## src/rtl/mmul_sched_pkg.sv

```systemverilog
// Shared types for the round-robin Montgomery multiplier scheduler.
package mmul_sched_pkg;

  typedef enum logic [1:0] {
    IDLE  = 2'd0,
    ISSUE = 2'd1,
    WAIT  = 2'd2,
    RESP  = 2'd3
  } state_t;

  localparam int NREQ_DEFAULT = 4;
  localparam int ID_W         = $clog2(NREQ_DEFAULT);

  // Requester index width; never narrower than one bit.
  function automatic int id_width(input int n);
    return (n < 2) ? 1 : $clog2(n);
  endfunction

endpackage

```

## src/rtl/mmul_rr_scheduler_arbiter.sv

```systemverilog
// Combinational rotating-priority arbiter: first requester at or after rr_ptr, with wrap.
module rr_arbiter
  import mmul_sched_pkg::*;
#(
  parameter int NREQ = 4,
  parameter int IDW  = id_width(NREQ)
) (
  input  logic [NREQ-1:0] req,
  input  logic [IDW-1:0]  rr_ptr,
  input  logic            enable,
  output logic [NREQ-1:0] grant,
  output logic [IDW-1:0]  grant_idx
);

  logic found;
  int   j;

  always_comb begin
    grant     = '0;
    grant_idx = '0;
    found     = 1'b0;
    j         = 0;
    for (int k = 0; k < NREQ; k++) begin
      j = ((int'(rr_ptr) + k) >= NREQ) ? (int'(rr_ptr) + k - NREQ) : (int'(rr_ptr) + k);
      if (enable && !found && req[j]) begin
        grant[j]  = 1'b1;
        grant_idx = IDW'(j);
        found     = 1'b1;
      end else begin
        found = found;
      end
    end
  end

endmodule

```

## src/rtl/mmul_rr_scheduler.sv

```systemverilog
// Shares one Montgomery multiplier among NREQ requesters, one operation in flight.
// Optional wait watchdog enabled by defining MMUL_SCHED_TIMEOUT_EN.
module mmul_rr_scheduler
  import mmul_sched_pkg::*;
#(
  parameter int W       = 32,
  parameter int NREQ    = 4,
  parameter int TIMEOUT = 64
) (
  input  logic            clk,
  input  logic            rst,
  input  logic [NREQ-1:0] req_valid,
  output logic [NREQ-1:0] req_ready,
  input  logic [NREQ*W-1:0] req_a,
  input  logic [NREQ*W-1:0] req_b,
  input  logic [W-1:0]    cfg_m,
  input  logic [W-1:0]    cfg_m_inv,
  output logic [NREQ-1:0] resp_valid,
  input  logic [NREQ-1:0] resp_ready,
  output logic [W-1:0]    resp_data,
  output logic            resp_err,
  output logic            busy,
  output logic            mm_start,
  output logic [W-1:0]    mm_a,
  output logic [W-1:0]    mm_b,
  output logic [W-1:0]    mm_m,
  output logic [W-1:0]    mm_m_inv,
  input  logic [W-1:0]    mm_s,
  input  logic            mm_done
);

  localparam int IDW = id_width(NREQ);

  state_t          state, state_nx;
  logic [IDW-1:0]  rr_ptr, id, grant_idx;
  logic [NREQ-1:0] grant;
  logic            arb_en, accept, resp_hs, timed_out;
  logic            ld_ops, ld_resp, clr_resp;

  assign arb_en    = (state == IDLE) && !rst;
  assign req_ready = grant;
  assign accept    = |(req_valid & grant);
  assign resp_hs   = resp_ready[id];

  rr_arbiter #(.NREQ(NREQ), .IDW(IDW)) u_arb (
    .req       (req_valid),
    .rr_ptr    (rr_ptr),
    .enable    (arb_en),
    .grant     (grant),
    .grant_idx (grant_idx)
  );

`ifdef MMUL_SCHED_TIMEOUT_EN
  localparam int CW = $clog2(TIMEOUT + 1);
  logic [CW-1:0] to_cnt;

  // Counts WAIT cycles; held at zero elsewhere so it restarts on every entry.
  always_ff @(posedge clk) begin
    if (rst || state != WAIT) to_cnt <= '0;
    else                      to_cnt <= to_cnt + CW'(1);
  end

  assign timed_out = (state == WAIT) && (to_cnt == CW'(TIMEOUT - 1));
`else
  assign timed_out = 1'b0;
`endif

  // State register.
  always_ff @(posedge clk) begin
    if (rst) state <= IDLE;
    else     state <= state_nx;
  end

  // Next-state logic.
  always_comb begin
    state_nx = state;
    case (state)
      IDLE:    if (accept) state_nx = ISSUE; else state_nx = IDLE;
      ISSUE:   state_nx = WAIT;
      WAIT:    if (mm_done || timed_out) state_nx = RESP; else state_nx = WAIT;
      RESP:    if (resp_hs) state_nx = IDLE; else state_nx = RESP;
      default: state_nx = IDLE;
    endcase
  end

  // Output decode: load/clear strobes for the datapath registers.
  always_comb begin
    ld_ops   = 1'b0;
    ld_resp  = 1'b0;
    clr_resp = 1'b0;
    case (state)
      IDLE:    ld_ops   = accept;
      WAIT:    ld_resp  = mm_done || timed_out;
      RESP:    clr_resp = resp_hs;
      default: ld_ops   = 1'b0;
    endcase
  end

  // Datapath: operands frozen at accept so later cfg/req changes cannot disturb the multiplier.
  always_ff @(posedge clk) begin
    if (rst) begin
      rr_ptr     <= '0;
      id         <= '0;
      mm_start   <= 1'b0;
      mm_a       <= '0;
      mm_b       <= '0;
      mm_m       <= '0;
      mm_m_inv   <= '0;
      resp_valid <= '0;
      resp_data  <= '0;
      resp_err   <= 1'b0;
      busy       <= 1'b0;
    end else begin
      mm_start <= (state_nx == ISSUE);
      busy     <= (state_nx != IDLE);
      if (ld_ops) begin
        mm_a     <= req_a[grant_idx*W +: W];
        mm_b     <= req_b[grant_idx*W +: W];
        mm_m     <= cfg_m;
        mm_m_inv <= cfg_m_inv;
        id       <= grant_idx;
        rr_ptr   <= (grant_idx == IDW'(NREQ - 1)) ? '0 : grant_idx + IDW'(1);
      end
      if (ld_resp) begin
        resp_valid <= NREQ'(1) << id;
        resp_data  <= mm_done ? mm_s : '0;
        resp_err   <= ~mm_done;
      end else if (clr_resp) begin
        resp_valid <= '0;
      end
    end
  end

endmodule

```

## config.mk

```make
export PLATFORM = sky130hd
export DESIGN_NAME = mmul_rr_scheduler
export DESIGN_NICKNAME = d
export VERILOG_FILES = /design/src/rtl/mmul_sched_pkg.sv /design/src/rtl/mmul_rr_scheduler_arbiter.sv /design/src/rtl/mmul_rr_scheduler.sv
export SDC_FILE = /design/constraint.sdc
export NUM_CORES = 1
export LEC_CHECK = 0
export ABC_AREA = 1
export CORE_AREA = 3 3 204 206
export DETAILED_ROUTE_END_ITERATION = 6
export DIE_AREA = 0 0 207 209
export GPL_TIMING_DRIVEN = 0
export SYNTH_ARGS = -nofsm -noshare
export SYNTH_HDL_FRONTEND = slang
export SYNTH_SLANG_ARGS = --single-unit
export TNS_END_PERCENT = 10
```

## constraint.sdc

```tcl
create_clock -name clk -period 3.8 [get_ports clk]
set_clock_uncertainty 0.15 [all_clocks]
set_input_delay 0.76 -clock clk [delete_from_list [all_inputs] [get_ports clk]]
set_output_delay 0.76 -clock clk [all_outputs]
set_load 0.1 [all_outputs]
```

---- After elaboration in Yosys (flattened, before gate mapping) ----
Index checks and enable logic that the tools add are counted.
storage, ports and cells
  memories ................................ 0
  flip-flop bits (word level) ............. 173
  RAM bits ................................ 0
  output and inout bits ................... 171
  latch bits .............................. 0
  bits of input ports ..................... 363
  ROM bits ................................ 0
  word-level logic and storage cells ...... 114
operators by class
  $lt $le $gt $ge ......................... 13
  $mul .................................... 0
  shifts and indexed selects .............. 3
  bitwise gates (word level) .............. 5
  reduce and logical (&&, ||, !) cells .... 20
  muxes and demuxes ....................... 48
  div/mod/pow operators ................... 0
  add/sub/neg operators ................... 8
  eq/ne operators ......................... 5
operators with widths
  operator                                                                              count
  128-bit by 8-bit variable part select with 32-bit output                              2
  32-bit 2-to-1 mux                                                                     5
  32-bit by 1-bit greater-or-equal comparator with 1-bit output, second input constant  4
  32-bit by 4-bit < comparator with 1-bit output, second input constant                 4
  32-bit by 4-bit greater-or-equal comparator with 1-bit output, second input constant  3
  32-bit by 4-bit subtractor with 32-bit output, second input constant                  3
  4-bit 2-to-1 mux                                                                      6
  1-bit 2-to-1 mux                                                                      21
  1-bit logical AND                                                                     12
  2-bit 2-to-1 mux                                                                      6
  4-bit bitwise OR                                                                      3
  1-bit binary-select mux with 2-bit select                                             5
  1-bit demux with 2-bit select                                                         4
  2-bit one-hot mux with 4 select lines                                                 1
  2-bit by 2-bit adder with 3-bit output, second input constant                         2
  2-bit equality test, second input constant                                            3
  4-bit bitwise AND                                                                     1
  2-bit by 1-bit equality test with 1-bit output, second input constant                 2
  1-bit logical NOT                                                                     4
  2-bit nonzero test                                                                    2
  4-bit OR reduction                                                                    1
  1-bit by 2-bit << shifter with 4-bit output, first input constant                     1
  2-bit by 3-bit subtractor with 4-bit output, second input constant                    1
  2-bit by 1-bit adder with 3-bit output, second input constant                         1
  5 further kinds                                                                       5

---- Longest topological paths before layout ----
Gate-level depths: netlist of the first run.
  depth after elaboration ................. 24
  depth in mapped cells ................... 18
  depth with buffers taken out ............ 16

---- Cells and area by module ----
Synthesis of the first run repeated with hierarchy kept, for this count alone.
unflattened totals
  cell total of the unflattened synthesis .. 1,279
  area total of the unflattened synthesis .. 8,531.9 um^2
by module, submodules not included
  module             sequential area each (um^2)  cells an instance  times used  area an instance (um^2)
  mmul_rr_scheduler  3,463.3                      1,197              1           8,021.4
  rr_arbiter         0.0                          82                 1           510.5

---- Least setup slack after synthesis of the first run ----
Ideal clock, no wire load.
  path kind ............................... register to register
  start ................................... register rr_ptr[0]
  end ..................................... register mm_m[0]
  arrival time ............................ 3,295 ps
  required time ........................... 3,533 ps
  setup slack ............................. 238 ps
  buffers on the path ..................... 2
  stages on the path, launching flop included .. 19
  path through ............................ dfxtp_1 inv_2 ha_1 inv_1 nand3_2 nand2_1 nor2_1 nand2_1 nand2_1 inv_1 nand3_1 nand2_1 nand2_2 nor2_4 inv_2 buf_4 buf_4 nor2_1 nor2_1
between the ends
  cells in the longest elaborated chain, start to end .. 22
  elaborated cells between the ends (all ways) .. 70
RTL lines
  what                                                                                    line                             source
  start: declaration                                                                      mmul_rr_scheduler.sv:35          logic [IDW-1:0] rr_ptr, id, grant_idx;
  start signal: assignment                                                                mmul_rr_scheduler.sv:122         rr_ptr <= (grant_idx == IDW'(NREQ - 1)) ? '0 : grant_idx + IDW'(1);
  branches (longest 18 deep; another with 32-bit by 4-bit subtractor with 32-bit output)  --
  4-bit 2-to-1 mux (*)                                                                    mmul_rr_scheduler_arbiter.sv:25  if (enable && !found && req[j]) begin
  named net req_ready[0]                                                                  mmul_rr_scheduler.sv:13          output logic [NREQ-1:0] req_ready,
  4-bit bitwise AND (*)                                                                   mmul_rr_scheduler.sv:42          assign accept = |(req_valid & grant);
  4-bit OR reduction (*)                                                                  mmul_rr_scheduler.sv:42
  1-bit 2-to-1 mux (*)                                                                    mmul_rr_scheduler.sv:91          case (state)
  end signal: assignment                                                                  mmul_rr_scheduler.sv:119         mm_m <= cfg_m;
  end: declaration                                                                        mmul_rr_scheduler.sv:26          output logic [W-1:0] mm_m,
Mark *: on every way through the listed nets, which the timed path passes. The select of a mux whose other input is x is not followed.
A chain may end at the register's enable or synchronous reset.

---- Final worst setup path of the first run ----
  start ................................... register rr_ptr[0]
  end ..................................... output req_ready[3]
between the ends
  cells in the longest elaborated chain, start to end .. 19
  elaborated cells between the ends (all ways) .. 67
RTL lines
  what                                                                                    line
  branches (longest 18 deep; another with 32-bit by 4-bit subtractor with 32-bit output)  --
  4-bit 2-to-1 mux (*)                                                                    mmul_rr_scheduler_arbiter.sv:25
  end: declaration                                                                        mmul_rr_scheduler.sv:13
Mark *: on every way between the ends. The select of a mux whose other input is x is not followed.

==> metrics.txt, run 1 <==
Final Max Tran Viols=0; min Tclk post-route=3.62 ns; delay-heaviest family, CP=simple AND/OR/NAND/NOR gates; Starting Density=24.9%; largest net degree at the start of global routing=17; CP Launch Type=flop; slowest CP cell=dfxtp_2; count of final setup violators=0; Vias=between 10000 and 15000; Rows=73; Worst R2R Start=rr_ptr[0]$_SDFFE_PP0P_; die height=209 um; cts bufs inserted=17; TritonCTS clock tree=built; Synth Area in XOR/XNOR=0%; I/O Buffers=533; Yosys cell types=25; via/cell ratio=around 4.5; Hold Crit Start=resp_err$_SDFFE_PP0P_; GRT Residual Overflow=0; Worst Path Max Fanout=11; CP Depth=10; CP startpoint=rr_ptr[0]$_SDFFE_PP0P_; initial antenna violation count=12; DRT Wirelength=48000 um; Post CTS Setup Buffer Count=0; cell area after layout=16500 um^2; Synth Flop Type=dfxtp_1; first-pass GRT wire length=a little over 70000 um; I/O pin count=534; Synth Area in Compound Gates=5.90%; H-tree depth=4; worst setup path class=flop to output pin; Fin. Hold Viols=0; Seq cells post-synth=approximately 170; layout cells sized above 1=~5.0%; wire length per cell=around 18 um; Slew HR=~26%; gr usage total=between 20% and 30%; final net count=between 2000 and 3000; Worst Hold Depth=2; ys async rst share=0%; status=completed; hold buffer count at cts=0; Area growth syn-to-layout=66.3%; CTS clk-pin slew, worst paths=0.07 ns; Synthesized Nets=1986; post-synthesis mux area share=0%; max-cap violations=0; final period utilization=95.2%; drt drc=0; Initial DRC Count=between 800 and 900; Avg Inst Size Synth=6.15 um^2; Largest stage delay, worst path=0.47 ns; worst slew pin tran=between 1 and 1.5 ns; Core Area=39800 um^2; GPL Wtd Cong=0.931; vias in the first global route=approximately 11000; # clock sinks=173; DP Area=15900 um^2; ANT nets after route=0; worst path cell trace=inv_2 -> ha_1 -> inv_1 -> nand3_2 -> nand2_1 -> nand3_2 -> nor2_2 -> nand2_1 -> nand3_1 -> buf_4; register area share after synthesis=between 30% and 40%; reg2reg path depth=16; largest area contributor in the netlist=dfxtp_1; crit path DAT=2.71 ns; Fmax=277 MHz; Synth Area in Simple Gates=45.0%; root buffer cell=clkbuf_16; Mapped Area=approximately 10000 um^2; number of synthesized flops with an enable pin=0; Initial DRT Pass Iterations=7; largest family of logic cells by synthesized area=simple AND/OR/NAND/NOR gates; Worst Setup End Kind=output pin; clock buffer depth=2; Data required, critical path=2.89 ns; Synth area leaders=dfxtp_1, nand2_1, nor2_1; Hold WC Path Type=flop to flop; Worst Path Buf+Inv=3; Syn. warnings=0; top cell type's share of synthesized area=34.9%; die width=approximately 210 um; RSZ-0062 raised after global routing=no; clock insertion delay at the later pin of the skew report=0.44 ns; Adder-Cell Fraction of Synth Area=1.01%; Post-Synthesis Cells=1615; die area=43300 um^2; Detail Placement HPWL=38300 um
-- sequential cells by signal, indices dropped and copies added, names as in the netlist, 2 cells and up --
name / count
id: 2
resp_valid: 4
rr_ptr: 2
mm_m: 32
mm_b: 32
resp_data: 32
state: 2
mm_m_inv: 32
mm_a: 32
-- Yosys cell counts, types with 6 or more instances --
cell type and instances:
a21oi_1 9, dfxtp_1 173, nand2_1 376, buf_1 6, nand3_1 151, buf_4 6, clkbuf_1 44, nand3b_1 128
inv_1 207, ha_1 8, buf_2 50, nor2_1 327, o21ai_0 102
-- layout make-up --
type	count	area, um^2
fill	4256	23300
inverter	211	792
antenna	11	27.5
clock buffer	21	460
sequential	173	3470
tap	525	657
multi-input combinational	1122	5160
timing repair buffer	533	5330
clock inverter	10	105
buffer	109	519
-- final timing paths --
kind / to / slack, ns
setup / recovery: req_ready[3] / 0.18
hold / removal: resp_err$_SDFFE_PP0P_ / 0.30
setup reg to reg: mm_b[4]$_SDFFE_PP0P_ / 0.31
hold reg to reg: resp_err$_SDFFE_PP0P_ / 0.30
-- placed cells by master, fill, tap and decap left out, types with 3 or more instances in the layout --
| master | count |
|---|---|
| buf_1 | 5 |
| nor2_1 | 327 |
| o21ai_0 | 102 |
| buf_4 | 10 |
| clkbuf_16 | 17 |
| a21oi_1 | 9 |
| nand4_1 | 4 |
| clkbuf_1 | 45 |
| inv_1 | 207 |
| inv_6 | 3 |
| diode_2 | 11 |
| buf_2 | 51 |
| nand3b_1 | 128 |
| nand3_1 | 151 |
| nor2_2 | 5 |
| buf_6 | 3 |
| nand2_1 | 376 |
| dfxtp_1 | 171 |
| ha_1 | 8 |
| nand2_2 | 3 |
| clkdlybuf4s50_1 | 529 |
-- layer usage --
metal	part of all wire, %	GRT usage, %
met1	44	27.0
met2	48	35.0
met3	6.0	4.61
met4	2.3	7.58
met5	0.069	0
-- per-stage QoR --
| stage | setup TNS [ns] | cells | hold WS (ns) | setup WS [ns] | util [%] |
|---|---|---|---|---|---|
| CTS | 0 | 2704 | 0.300 | 0.0662 | 41.4 |
| global placement | -3.15 | 2673 | 0.284 | -0.477 | 40.0 |
| finish | 0 | 2715 | 0.297 | 0.183 | 41.5 |
| detailed placement | -3.40 | 2673 | 0.286 | -0.474 | 40.0 |
| floorplan | 0 | 1615 | 0.345 | 0.238 | - |
| global route | 0 | 2713 | 0.344 | 0.000554 | 41.4 |
-- what timing repair did --
action                                 in CTS  in global routing
setup endpoints to repair                  10                 41
endpoints found under the hold margin       0                  0
resized for setup                          27                  1
-- worst reg2reg max path, stage by stage, from the launching register on --
cell and delay, ns:
dfxtp_2 0.47, inv_2 0.15, ha_1 0.35, inv_1 0.16
nand3_2 0.16, nand2_1 0.14, inv_1 0.07, nor2_2 0.17
nand2_1 0.11, nand3_1 0.17, buf_2 0.36, buf_2 0.37
nand3b_1 0.24, nand3_1 0.14, nand2_1 0.05, nor2_1 0.08
nor2_1 0.04
-- cell families after synthesis --
kind of cell / Yosys count
AND/OR/NAND/NOR: 998
buffers and inverters: 320
flip-flops: 173
AO/OA/AOI/OAI: 116
adder cells (fa/ha/maj): 8
Power of run 1 is left out: the tool's default activity adds up to more than one toggle a clock period on the data nets, which glitch-free logic cannot reach.
==> run 2, diff against run 1 <==
CORE_AREA = 8 8 203 205   (was 3 3 204 206)
DIE_AREA = 0 0 211 213   (was 0 0 207 209)
RECOVER_POWER = 100   (was default)
==> run 2 against run 1 <==
  * Via count decreased by 0.31%
  * Cell count decreased by 0.52%
  * Register-to-register slack got worse by 0.06 ns
  * Non-clock buffer count unchanged
  * Die area increased by 3.9%
  * Hold slack got worse by 0.0026 ns
  * Global-route usage decreased by 0.16 points
  * Maximum frequency decreased by 0.96%
  * Critical path type unchanged
==> metrics.txt, run 2 (synthesized netlist as in run 1, its figures left out) <==
Initial DRT Pass Iterations=5 (was 7); Worst Setup End Kind=output pin (unchanged); Starting Density=26.1% (was 24.9%); final worst-path setup slack=0.148 ns (was 0.183 ns); Detail Placement HPWL=39900 um (was 38300 um); Fin. Hold Viols=0 (unchanged); max-cap violations=0 (unchanged); Hold WC Path Type=flop to flop (unchanged); final std cells w/o fill=2701 (was 2715); hold buffer count at cts=0 (unchanged); drt drc=0 (unchanged); Largest stage delay, worst path=0.48 ns (was 0.47 ns); cts bufs inserted=17 (unchanged); worst path cell trace=inv_2 -> ha_1 -> inv_1 -> nand3_2 -> nand2_1 -> nand3_2 -> nor2_2 -> nand2_1 -> nand3_1 -> buf_6 (was inv_2 -> ha_1 -> inv_1 -> nand3_2 -> nand2_1 -> nand3_2 -> nor2_2 -> nand2_1 -> nand3_1 -> buf_4); Initial DRC Count=847 (was 870); CTS clk-pin slew, worst paths=0.07 ns (about the same); Post CTS Setup Buffer Count=0 (unchanged); vias in the first global route=11824 (was 11430); Hold WS=0.294 ns (was 0.297 ns); GPL Wtd Cong=0.970 (was 0.931); Worst Path Max Fanout=11 (unchanged); die height=213 um (was 209 um); I/O pin count=534 (unchanged); gr usage total=20.9% (was 21.1%); Fmax=274 MHz (was 277 MHz); Area growth syn-to-layout=66.3% (about the same); Slew HR=23.7% (was 25.6%); DRT Wirelength=49300 um (was 48000 um); Core Area=38100 um^2 (was 39800 um^2); cell area after layout=16500 um^2 (about the same); commonest cells after routing, fill and taps aside=nand2_1, clkdlybuf4s50_1, nor2_1, inv_1, dfxtp_1 (was clkdlybuf4s50_1, nand2_1, nor2_1, inv_1, dfxtp_1); # clock sinks=173 (unchanged); layout cells sized above 1=5.05% (about the same); H-tree depth=4 (unchanged); worst setup path class=flop to output pin (unchanged); most common cell after layout, fill and taps aside=nand2_1 (was clkdlybuf4s50_1); TritonCTS clock tree=built (unchanged); DP Area=15900 um^2 (about the same); worst slew pin tran=1.14 ns (was 1.11 ns); status=completed (unchanged); r2r setup slk=0.25 ns (was 0.31 ns); clock buffer depth=2 (unchanged); min Tclk post-route=3.65 ns (was 3.62 ns); Final Max Tran Viols=0 (unchanged); Data required, critical path=2.89 ns (about the same); root buffer cell=clkbuf_16 (unchanged); via/cell ratio=4.48 (was 4.47); initial antenna violation count=4 (was 12); CP Launch Type=flop (unchanged); largest net degree at the start of global routing=17 (unchanged); Worst Setup Slack post-DPL=-0.503 ns (was -0.474 ns); slowest CP cell=dfxtp_2 (unchanged); final net count=2538 (unchanged); GRT Residual Overflow=0 (unchanged); wire length per cell=18.3 um (was 17.7 um); Rows=72 (was 73); count of final setup violators=0 (unchanged); DP Cell Count=2666 (was 2673); die width=211 um (was 207 um); crit path DAT=2.74 ns (was 2.71 ns); I/O Buffers=533 (unchanged); RSZ-0062 raised after global routing=yes (was no); first-pass GRT wire length=72000 um (was 70400 um); ANT nets after route=0 (unchanged); clock insertion delay at the later pin of the skew report=0.45 ns (was 0.44 ns); Vias=12101 (was 12139); die area=44900 um^2 (was 43300 um^2); final period utilization=96.1% (was 95.2%)
-- run 2: through the flow --
step / util [%] / setup TNS, ns
after CTS: 43.3 / 0
after global routing: 43.3 / -0.00554
after global placement: 41.8 / -2.67
after floorplan: - / 0
after detailed placement: 41.8 / -3.34
final: 43.3 / 0
-- run 2: area by class of cell --
| type | count | area [um^2] |
|---|---|---|
| repair buffers | 533 | 5340 |
| fillers | 4052 | 21600 |
| plain buffers | 109 | 502 |
| clock buffers | 19 | 443 |
| multi-input cells | 1122 | 5150 |
| well taps | 518 | 648 |
| inverters | 211 | 792 |
| diodes | 3 | 7.51 |
| clock inverters | 13 | 159 |
| flip-flops and latches | 173 | 3470 |
-- run 2: final timing paths --
kind,cells past startpoint,from,to
min,2,resp_err$_SDFFE_PP0P_,resp_err$_SDFFE_PP0P_
max,10,rr_ptr[0]$_SDFFE_PP0P_,req_ready[0]
max reg2reg,14,rr_ptr[0]$_SDFFE_PP0P_,mm_a[25]$_SDFFE_PP0P_
min reg2reg,2,resp_err$_SDFFE_PP0P_,resp_err$_SDFFE_PP0P_
-- run 2: what timing repair did --
action	in CTS	in global routing
resized for setup	27	5
hold endpoints to repair	0	0
endpoints found under the setup margin	12	13
-- run 2: routing by layer --
metal	vias to the layer above	global-route usage, %	part of all wire [%]
met5	-	0	0.020
met4	2	5.62	1.8
met3	48	5.15	6.3
met2	396	35.5	49
met1	5569	26.2	43
li1	6086	-	-
-- run 2: worst max-delay path, delay by kind of cell (launching register included) --
kind	cells	cell delay (ns)
simple gates	6	0.89
buf+inv	3	0.57
flops	1	0.48
fa+ha+maj	1	0.35
Power of run 2 is left out for the same reason.
